===== config.mk =====
export PLATFORM = sky130hd
export DESIGN_NAME = bp_gshare
export DESIGN_NICKNAME = d
export VERILOG_FILES = /design/src/rtl/bp_gshare_pkg.sv /design/src/rtl/bp_inflight_fifo.sv /design/src/rtl/bp_gshare.sv
export SDC_FILE = /design/constraint.sdc
export NUM_CORES = 2
export LEC_CHECK = 0
export BUFFER_PORTS_ARGS = -buffer_cell sky130_fd_sc_hd__buf_2
export CAP_MARGIN = 5
export CORE_MARGIN = 2
export CORE_UTILIZATION = 25
export CTS_BUF_LIST = sky130_fd_sc_hd__clkbuf_8
export CTS_CLUSTER_SIZE = 12
export DETAILED_ROUTE_END_ITERATION = 8
export GPL_ROUTABILITY_DRIVEN = 0
export PLACE_DENSITY = 0.44
export SYNTH_ARGS = -nofsm -noshare
export SYNTH_HDL_FRONTEND = slang
export SYNTH_SLANG_ARGS = --single-unit
export TNS_END_PERCENT = 1

===== constraint.sdc =====
create_clock -name clk_in -period 11.5 [get_ports clk_in]
set_input_delay 0 -clock clk_in [delete_from_list [all_inputs] [get_ports clk_in]]
set_output_delay 0 -clock clk_in [all_outputs]
set_load 0.05 [all_outputs]

===== src/rtl/bp_gshare_pkg.sv =====
// Shared defaults and entry layout for the gshare branch predictor.
// In-flight entries pack {pc, fail_addr, pred, idx, ghr_before}.
package bp_gshare_pkg;

  localparam int unsigned PC_W         = 32;
  localparam int unsigned IDX_W_DEF    = 6;
  localparam int unsigned CNT_W_DEF    = 2;
  localparam int unsigned HIST_W_DEF   = 6;
  localparam int unsigned Q_W_DEF      = 3;
  localparam int unsigned MODE_BIMODAL = 0;
  localparam int unsigned MODE_GSHARE  = 1;
  localparam int unsigned MODE_DEF     = MODE_GSHARE;

  function automatic int unsigned ent_w(
    input int unsigned idx_w,
    input int unsigned hist_w
  );
    return 2 * PC_W + 1 + idx_w + hist_w;
  endfunction

endpackage


===== src/rtl/bp_inflight_fifo.sv =====
// Queue of predicted-but-unresolved branches, oldest at the head.
// Flush drops everything and wins over a same-cycle push or pop.
module bp_inflight_fifo #(
  parameter int unsigned Q_W   = 3,
  parameter int unsigned ENT_W = 8
) (
  input  logic             clk_i,
  input  logic             rst_ni,
  input  logic             push_i,
  input  logic             pop_i,
  input  logic             flush_i,
  input  logic [ENT_W-1:0] wdata_i,
  output logic             full_o,
  output logic             empty_o,
  output logic [ENT_W-1:0] head_o,
  output logic [Q_W:0]     cnt_o
);

  localparam int DEPTH = 1 << Q_W;

  logic [ENT_W-1:0] mem_q [DEPTH];
  logic [Q_W-1:0]   wp_q, wp_d;
  logic [Q_W-1:0]   rp_q, rp_d;
  logic [Q_W:0]     cnt_q, cnt_d;
  logic             do_push, do_pop;

  assign full_o  = (cnt_q == (Q_W+1)'(DEPTH));
  assign empty_o = (cnt_q == '0);
  assign head_o  = mem_q[rp_q];
  assign cnt_o   = cnt_q;

  assign do_push = push_i & ~full_o & ~flush_i;
  assign do_pop  = pop_i & ~empty_o & ~flush_i;

  always_comb begin
    wp_d  = wp_q;
    rp_d  = rp_q;
    cnt_d = cnt_q;
    if (flush_i) begin
      wp_d  = '0;
      rp_d  = '0;
      cnt_d = '0;
    end else begin
      if (do_push) wp_d = wp_q + Q_W'(1);
      if (do_pop)  rp_d = rp_q + Q_W'(1);
      case ({do_push, do_pop})
        2'b10:   cnt_d = cnt_q + (Q_W+1)'(1);
        2'b01:   cnt_d = cnt_q - (Q_W+1)'(1);
        default: cnt_d = cnt_q;
      endcase
    end
  end

  always_ff @(posedge clk_i or negedge rst_ni) begin
    if (!rst_ni) begin
      wp_q  <= '0;
      rp_q  <= '0;
      cnt_q <= '0;
    end else begin
      wp_q  <= wp_d;
      rp_q  <= rp_d;
      cnt_q <= cnt_d;
    end
  end

  always_ff @(posedge clk_i or negedge rst_ni) begin
    if (!rst_ni) begin
      for (int i = 0; i < DEPTH; i++)
        mem_q[i] <= '0;
    end else if (do_push) begin
      mem_q[wp_q] <= wdata_i;
    end
  end

endmodule


===== src/rtl/bp_gshare.sv =====
// Gshare/bimodal conditional-branch predictor with in-order resolve
// from the CDB and history repair on mispredict.
module bp_gshare
  import bp_gshare_pkg::*;
#(
  parameter int unsigned IDX_W  = IDX_W_DEF,
  parameter int unsigned CNT_W  = CNT_W_DEF,
  parameter int unsigned HIST_W = HIST_W_DEF,
  parameter int unsigned Q_W    = Q_W_DEF,
  parameter int unsigned MODE   = MODE_DEF
) (
  input  logic        clk_in,
  input  logic        rst_n_in,
  input  logic        rdy_in,
  input  logic        branch_in,
  input  logic [31:0] imm_in,
  input  logic        inst_len_in,
  input  logic [31:0] pc_in,
  input  logic        cdb_active_in,
  input  logic [31:0] cdb_addr_in,
  input  logic [31:0] cdb_val_in,
  output logic        stall_out,
  output logic        need_branch_out,
  output logic [31:0] branch_addr_out,
  output logic        predict_fail_out,
  output logic [31:0] fail_addr_out,
  output logic [31:0] stat_total_out,
  output logic [31:0] stat_correct_out
);

  localparam int          N  = 1 << IDX_W;
  localparam int unsigned EW = ent_w(IDX_W, HIST_W);
  localparam logic [CNT_W-1:0] CNT_INIT =
    {1'b0, {(CNT_W-1){1'b1}}};
  localparam logic [CNT_W-1:0] CNT_MAX = '1;

  logic [CNT_W-1:0]  tbl_q [N];
  logic [HIST_W-1:0] ghr_q, ghr_d;
  logic [31:0]       total_q, correct_q;

  logic [IDX_W-1:0]  ghr_ext, idx;
  logic              pred, full, empty;
  logic              accept, resolve, fail, act;
  logic [31:0]       pc_seq, pc_tgt, ent_fail;
  logic [EW-1:0]     ent, head;
  logic [Q_W:0]      q_cnt;

  logic [31:0]       h_pc, h_fail;
  logic              h_pred;
  logic [IDX_W-1:0]  h_idx;
  logic [HIST_W-1:0] h_ghr;
  logic [CNT_W-1:0]  cnt_cur, cnt_nxt;
  logic              unused_val;

  assign unused_val = ^cdb_val_in[31:1];

  assign ghr_ext = (MODE == MODE_GSHARE) ? IDX_W'(ghr_q) : '0;
  assign idx     = pc_in[IDX_W:1] ^ ghr_ext;
  assign pred    = tbl_q[idx][CNT_W-1];

  assign pc_seq   = pc_in + (inst_len_in ? 32'd4 : 32'd2);
  assign pc_tgt   = pc_in + imm_in;
  assign ent_fail = pred ? pc_seq : pc_tgt;
  assign ent      = {pc_in, ent_fail, pred, idx, ghr_q};

  assign h_pc   = head[EW-1 -: PC_W];
  assign h_fail = head[EW-1-PC_W -: PC_W];
  assign h_pred = head[IDX_W+HIST_W];
  assign h_idx  = head[HIST_W +: IDX_W];
  assign h_ghr  = head[HIST_W-1:0];

  assign act     = cdb_val_in[0];
  assign resolve = rdy_in & cdb_active_in & ~empty
                 & (cdb_addr_in == h_pc)
                 & (cdb_addr_in != '0);
  assign fail    = resolve & (h_pred != act);
  assign accept  = branch_in & rdy_in & ~full & ~fail;

  assign stall_out        = branch_in & rdy_in & full;
  assign need_branch_out  = accept & pred;
  assign branch_addr_out  = !accept ? '0
                          : pred ? pc_tgt : pc_seq;
  assign predict_fail_out = fail;
  assign fail_addr_out    = fail ? h_fail : '0;
  assign stat_total_out   = total_q;
  assign stat_correct_out = correct_q;

  always_comb begin
    cnt_cur = tbl_q[h_idx];
    cnt_nxt = cnt_cur;
    if (act) begin
      if (cnt_cur != CNT_MAX) cnt_nxt = cnt_cur + CNT_W'(1);
    end else begin
      if (cnt_cur != '0) cnt_nxt = cnt_cur - CNT_W'(1);
    end
  end

  // Mispredict rebuilds history from the snapshot taken at push time.
  always_comb begin
    ghr_d = ghr_q;
    if (fail)
      ghr_d = {h_ghr[HIST_W-2:0], act};
    else if (accept)
      ghr_d = {ghr_q[HIST_W-2:0], pred};
  end

  always_ff @(posedge clk_in or negedge rst_n_in) begin
    if (!rst_n_in) begin
      ghr_q     <= '0;
      total_q   <= '0;
      correct_q <= '0;
    end else begin
      ghr_q <= ghr_d;
      if (resolve) begin
        total_q <= total_q + 32'd1;
        if (!fail) correct_q <= correct_q + 32'd1;
      end
    end
  end

  always_ff @(posedge clk_in or negedge rst_n_in) begin
    if (!rst_n_in) begin
      for (int i = 0; i < N; i++)
        tbl_q[i] <= CNT_INIT;
    end else if (resolve) begin
      tbl_q[h_idx] <= cnt_nxt;
    end
  end

  bp_inflight_fifo #(
    .Q_W   (Q_W),
    .ENT_W (EW)
  ) u_fifo (
    .clk_i   (clk_in),
    .rst_ni  (rst_n_in),
    .push_i  (accept),
    .pop_i   (resolve & ~fail),
    .flush_i (fail),
    .wdata_i (ent),
    .full_o  (full),
    .empty_o (empty),
    .head_o  (head),
    .cnt_o   (q_cnt)
  );

endmodule


==> out/metrics.yaml <==
outcome: "finished, final reports clean"
post_cts_buffers: 0
seqCellArea_sq_um: 20500
instances_no_fill: 6208
antenna_found_initial: 15
drv_slew: 0
rsz0062_at_grt: "false"
min_period_ps: 7130
ys_ff_latch: 816
drtIter0Drc: 2016
crit_buf_inv: 3
ys_warn_count: 0
hold_violations: 0
synth_simple_gate_area_share_pct: 12.2
worstReg2RegStart: "u_fifo.rp_q[1]"
ys.flop_type: "dfrtp_1"
grt_max_degree: 162
area.growth.synth_to_final_pct: 17.4
muxShareOfSynthArea_pct: 23.4
final.setup.tns_ps: 0
synth_top_family_by_area: "multiplexers"
cts_tree: "built"
grt-ovfl-total: 0
groute.usage.overall_pct: 16.3
path_clk_slew_ps: 60
hold_path_depth: 4
leakage_nw: 22.0
r2r_cells: 12
setup_viol: 0
die_area_sq_um: 168000
cts.sinks: 816
fin_crit_sh_pct: 62.0
vias: 29200
synth_adder_area_share_pct: 1.39
crit_family: "buffers and inverters"
netlist_area_sq_um: 41100
cp_slowest_cell: "a211oi_1"
power_density_nw_per_um2: 203
synth_cells: 3653
cts_buffer_depth: 3
path_max_fanout: 50
crit_top_cell: "buf_4"
finish.net_count: 4088
skew_ps: 71.1
reg2reg_to: "u_fifo.mem_q[401]"
critPathArrivalTime_ps: 7130
synth_edf_count: 0
path_cells: "buf_4 > mux4_2 > mux2i_1 > xnor2_1 > or4_1 > nor4_1 > nand4_1 > buf_4 > nand2_2 > a211oi_1 > buf_2"
hold_start: "pc_in[0]"
synth_cell_types: 72
cp_slowest_stage_delay_ps: 1110
drive_above_1_share_pct: 28.8
grt_pass1_vias: 29800
max_freq_mhz: 140
grt_pass1_wl_mm: 204
drv_cap: 0
syn_area_per_cell_sq_um: 11.2
syn_nets: 3829
slew_headroom_pct: 19.5
worstSetupPathType: "reg -> out"
multiInputGateArea_sq_um: 19300
hpwlAfterDp_mm: 85.6
cts-root-buf: "clkbuf_8"
ys_seq_area_share_pct: 49.9
endpoint_kind: "output port"
ir_drop_mv: 0.123
coreArea_sq_um: 163000
drt_pass1_iterations: 5
dp.cells: 5860
row_count: 148
drt-vias-per-instance: 4.70
cts_made_buffers: 150
start_kind: "flip-flop"
synth_compound_area_share_pct: 6.45
ys_async_sr_fraction_pct: 100
fp.dieW_um: 409
critPathRequiredTime_ps: 11500
drtAntennaViolNets: 0
clk_latency_ps: 900
io_buffers: 233
initial_core_util_pct: 25.2
routedWlPerCell_um: 22.2
holdPathEnd: "u_fifo.mem_q[584]"
fp.dieH_um: 409
htreeDepth: 4
hold_path_class: "in -> reg"
drt_wl_total_mm: 138
synth-xor-area-share_pct: 3.39
drc: 0
r2r_setup_slack_ps: 5160
tightest_slew_ps: 1200
pin_count: 265
postLayoutCoreUtil_pct: 29.6
fillers: 17000
-- final cells by class --
cell class | instances | area share (%)
diodes | 7 | 0.0363
multi-input cells | 2538 | 40.1
well taps | 2175 | 5.64
repair buffers | 373 | 5.17
inverters | 33 | 0.262
flip-flops and latches | 816 | 42.5
clock buffers | 184 | 5.25
clock inverters | 82 | 0.971
-- cells in the mapped netlist, drive strengths merged (3+ instances only) --
cell type	instances	area share [%]
o211a	3	0.073
and4	8	0.17
o2bb2ai	5	0.11
and3	33	0.50
and4b	3	0.073
nand3	66	0.80
o21ai	230	2.8
buf	124	1.6
nand4b	4	0.085
or4	5	0.091
nor2	75	0.69
fa	3	0.15
a21o	19	0.35
or3	7	0.11
dfrtp	752	46
a211o	4	0.085
nand4	34	0.52
o22ai	8	0.12
dfstp	64	4.1
a221oi	6	0.17
mux2	410	11
a211oi	18	0.33
nor4	22	0.33
mux2i	111	2.7
o21bai	7	0.13
clkbuf	142	1.3
a31oi	10	0.15
o2111ai	4	0.085
a32oi	3	0.064
ha	39	1.2
and2	25	0.38
a21oi	103	1.3
xor2	39	0.83
nand2	871	8.0
o221ai	7	0.15
o31ai	5	0.091
inv	32	0.29
a22oi	6	0.11
mux4	173	9.5
xnor2	120	2.6
nand2b	4	0.061
nor3	15	0.18
nor2b	8	0.12
-- per-stage QoR --
| stage | cell area (sq um) | setup slack [ps] | hold slack, ps | power, mW |
|---|---|---|---|---|
| finish | 48200 | 4370 | 110 | 9.77 |
| global route | 48200 | 3900 | 71.4 | 10.4 |
| CTS | 48200 | 4310 | 7.65 | 9.91 |
| detailed placement | 44400 | 5150 | 70.2 | 7.00 |
| global placement | 44400 | 5170 | 63.9 | 6.94 |
| floorplan | 41100 | 6890 | -296 | 6.11 |
-- power by group --
part | switching (mW) | total, mW | internal, mW | leakage (nW)
clock | 1.34 | 2.82 | 1.48 | 1.75
combinational | 1.52 | 2.68 | 1.16 | 9.87
sequential | 0.465 | 4.27 | 3.80 | 10.3
total | 3.32 | 9.77 | 6.45 | 22.0
-- routing by layer --
layer	track usage, %	part of all wire [%]	up-vias
met2	25.4	46	714
met4	5.06	2.5	16
met1	22.5	46	14900
met5	0	0.062	-
met3	3.58	5.5	195
li1	-	-	13400
-- how the worst max path moves through the flow --
stage                         from                  end  slack, ps  cells past startpoint
global placement    u_fifo.rp_q[1]      u_fifo.cnt_o[3]       5170                     15
finish              u_fifo.rp_q[1]   branch_addr_out[7]       4370                     11
CTS                 u_fifo.rp_q[1]  branch_addr_out[14]       4310                     11
global route        u_fifo.rp_q[0]   branch_addr_out[9]       3900                     11
floorplan               ghr_ext[0]  branch_addr_out[12]       6890                     10
detailed placement  u_fifo.rp_q[1]      u_fifo.cnt_o[3]       5150                     15
-- worst min-delay path: stages --
cell and delay [ps]:
dlygate4sd3_1 590, buf_2 210, nand2_1 70, nand2_1 40
-- cell families (layout without fill, tap and decap cells) --
kind of cell,after synthesis,count (layout)
buffers and inverters,299,672
multiplexers,694,694
other,0,7
flip-flops,816,816
AND/OR/NAND/NOR,1186,1186
adder cells (fa/ha/maj),44,44
AO/OA/AOI/OAI,455,455
XOR/XNOR,159,159
-- sequential cells by signal, summed over array words and instances (netlist names) --
register and cells:
u_fifo.mem_q 608, tbl_q 128, stat_correct_out 32, stat_total_out 32, ghr_ext 6, u_fifo.cnt_o 4, u_fifo.rp_q 3, u_fifo.wp_q 3
-- cells in the final DEF (no fill, tap or decap), drive strengths merged, types with 8 or more instances in the layout --
cell / count
nand2: 871
dfrtp: 752
mux2: 410
buf: 299
o21ai: 230
clkbuf: 184
mux4: 173
xnor2: 120
mux2i: 111
a21oi: 103
inv: 98
nor2: 75
dlygate4sd3: 74
nand3: 66
dfstp: 64
ha: 39
xor2: 39
nand4: 34
and3: 33
and2: 25
nor4: 22
a21o: 19
a211oi: 18
nor3: 15
clkinv: 14
a31oi: 10
nor2b: 8
and4: 8
o22ai: 8
-- what timing repair did --
action,in CTS,in global routing
gates resized for setup,0,0
hold buffers,75,0
endpoints found under the hold margin,833,0
Note: power is estimated with default switching activity, not from simulation.
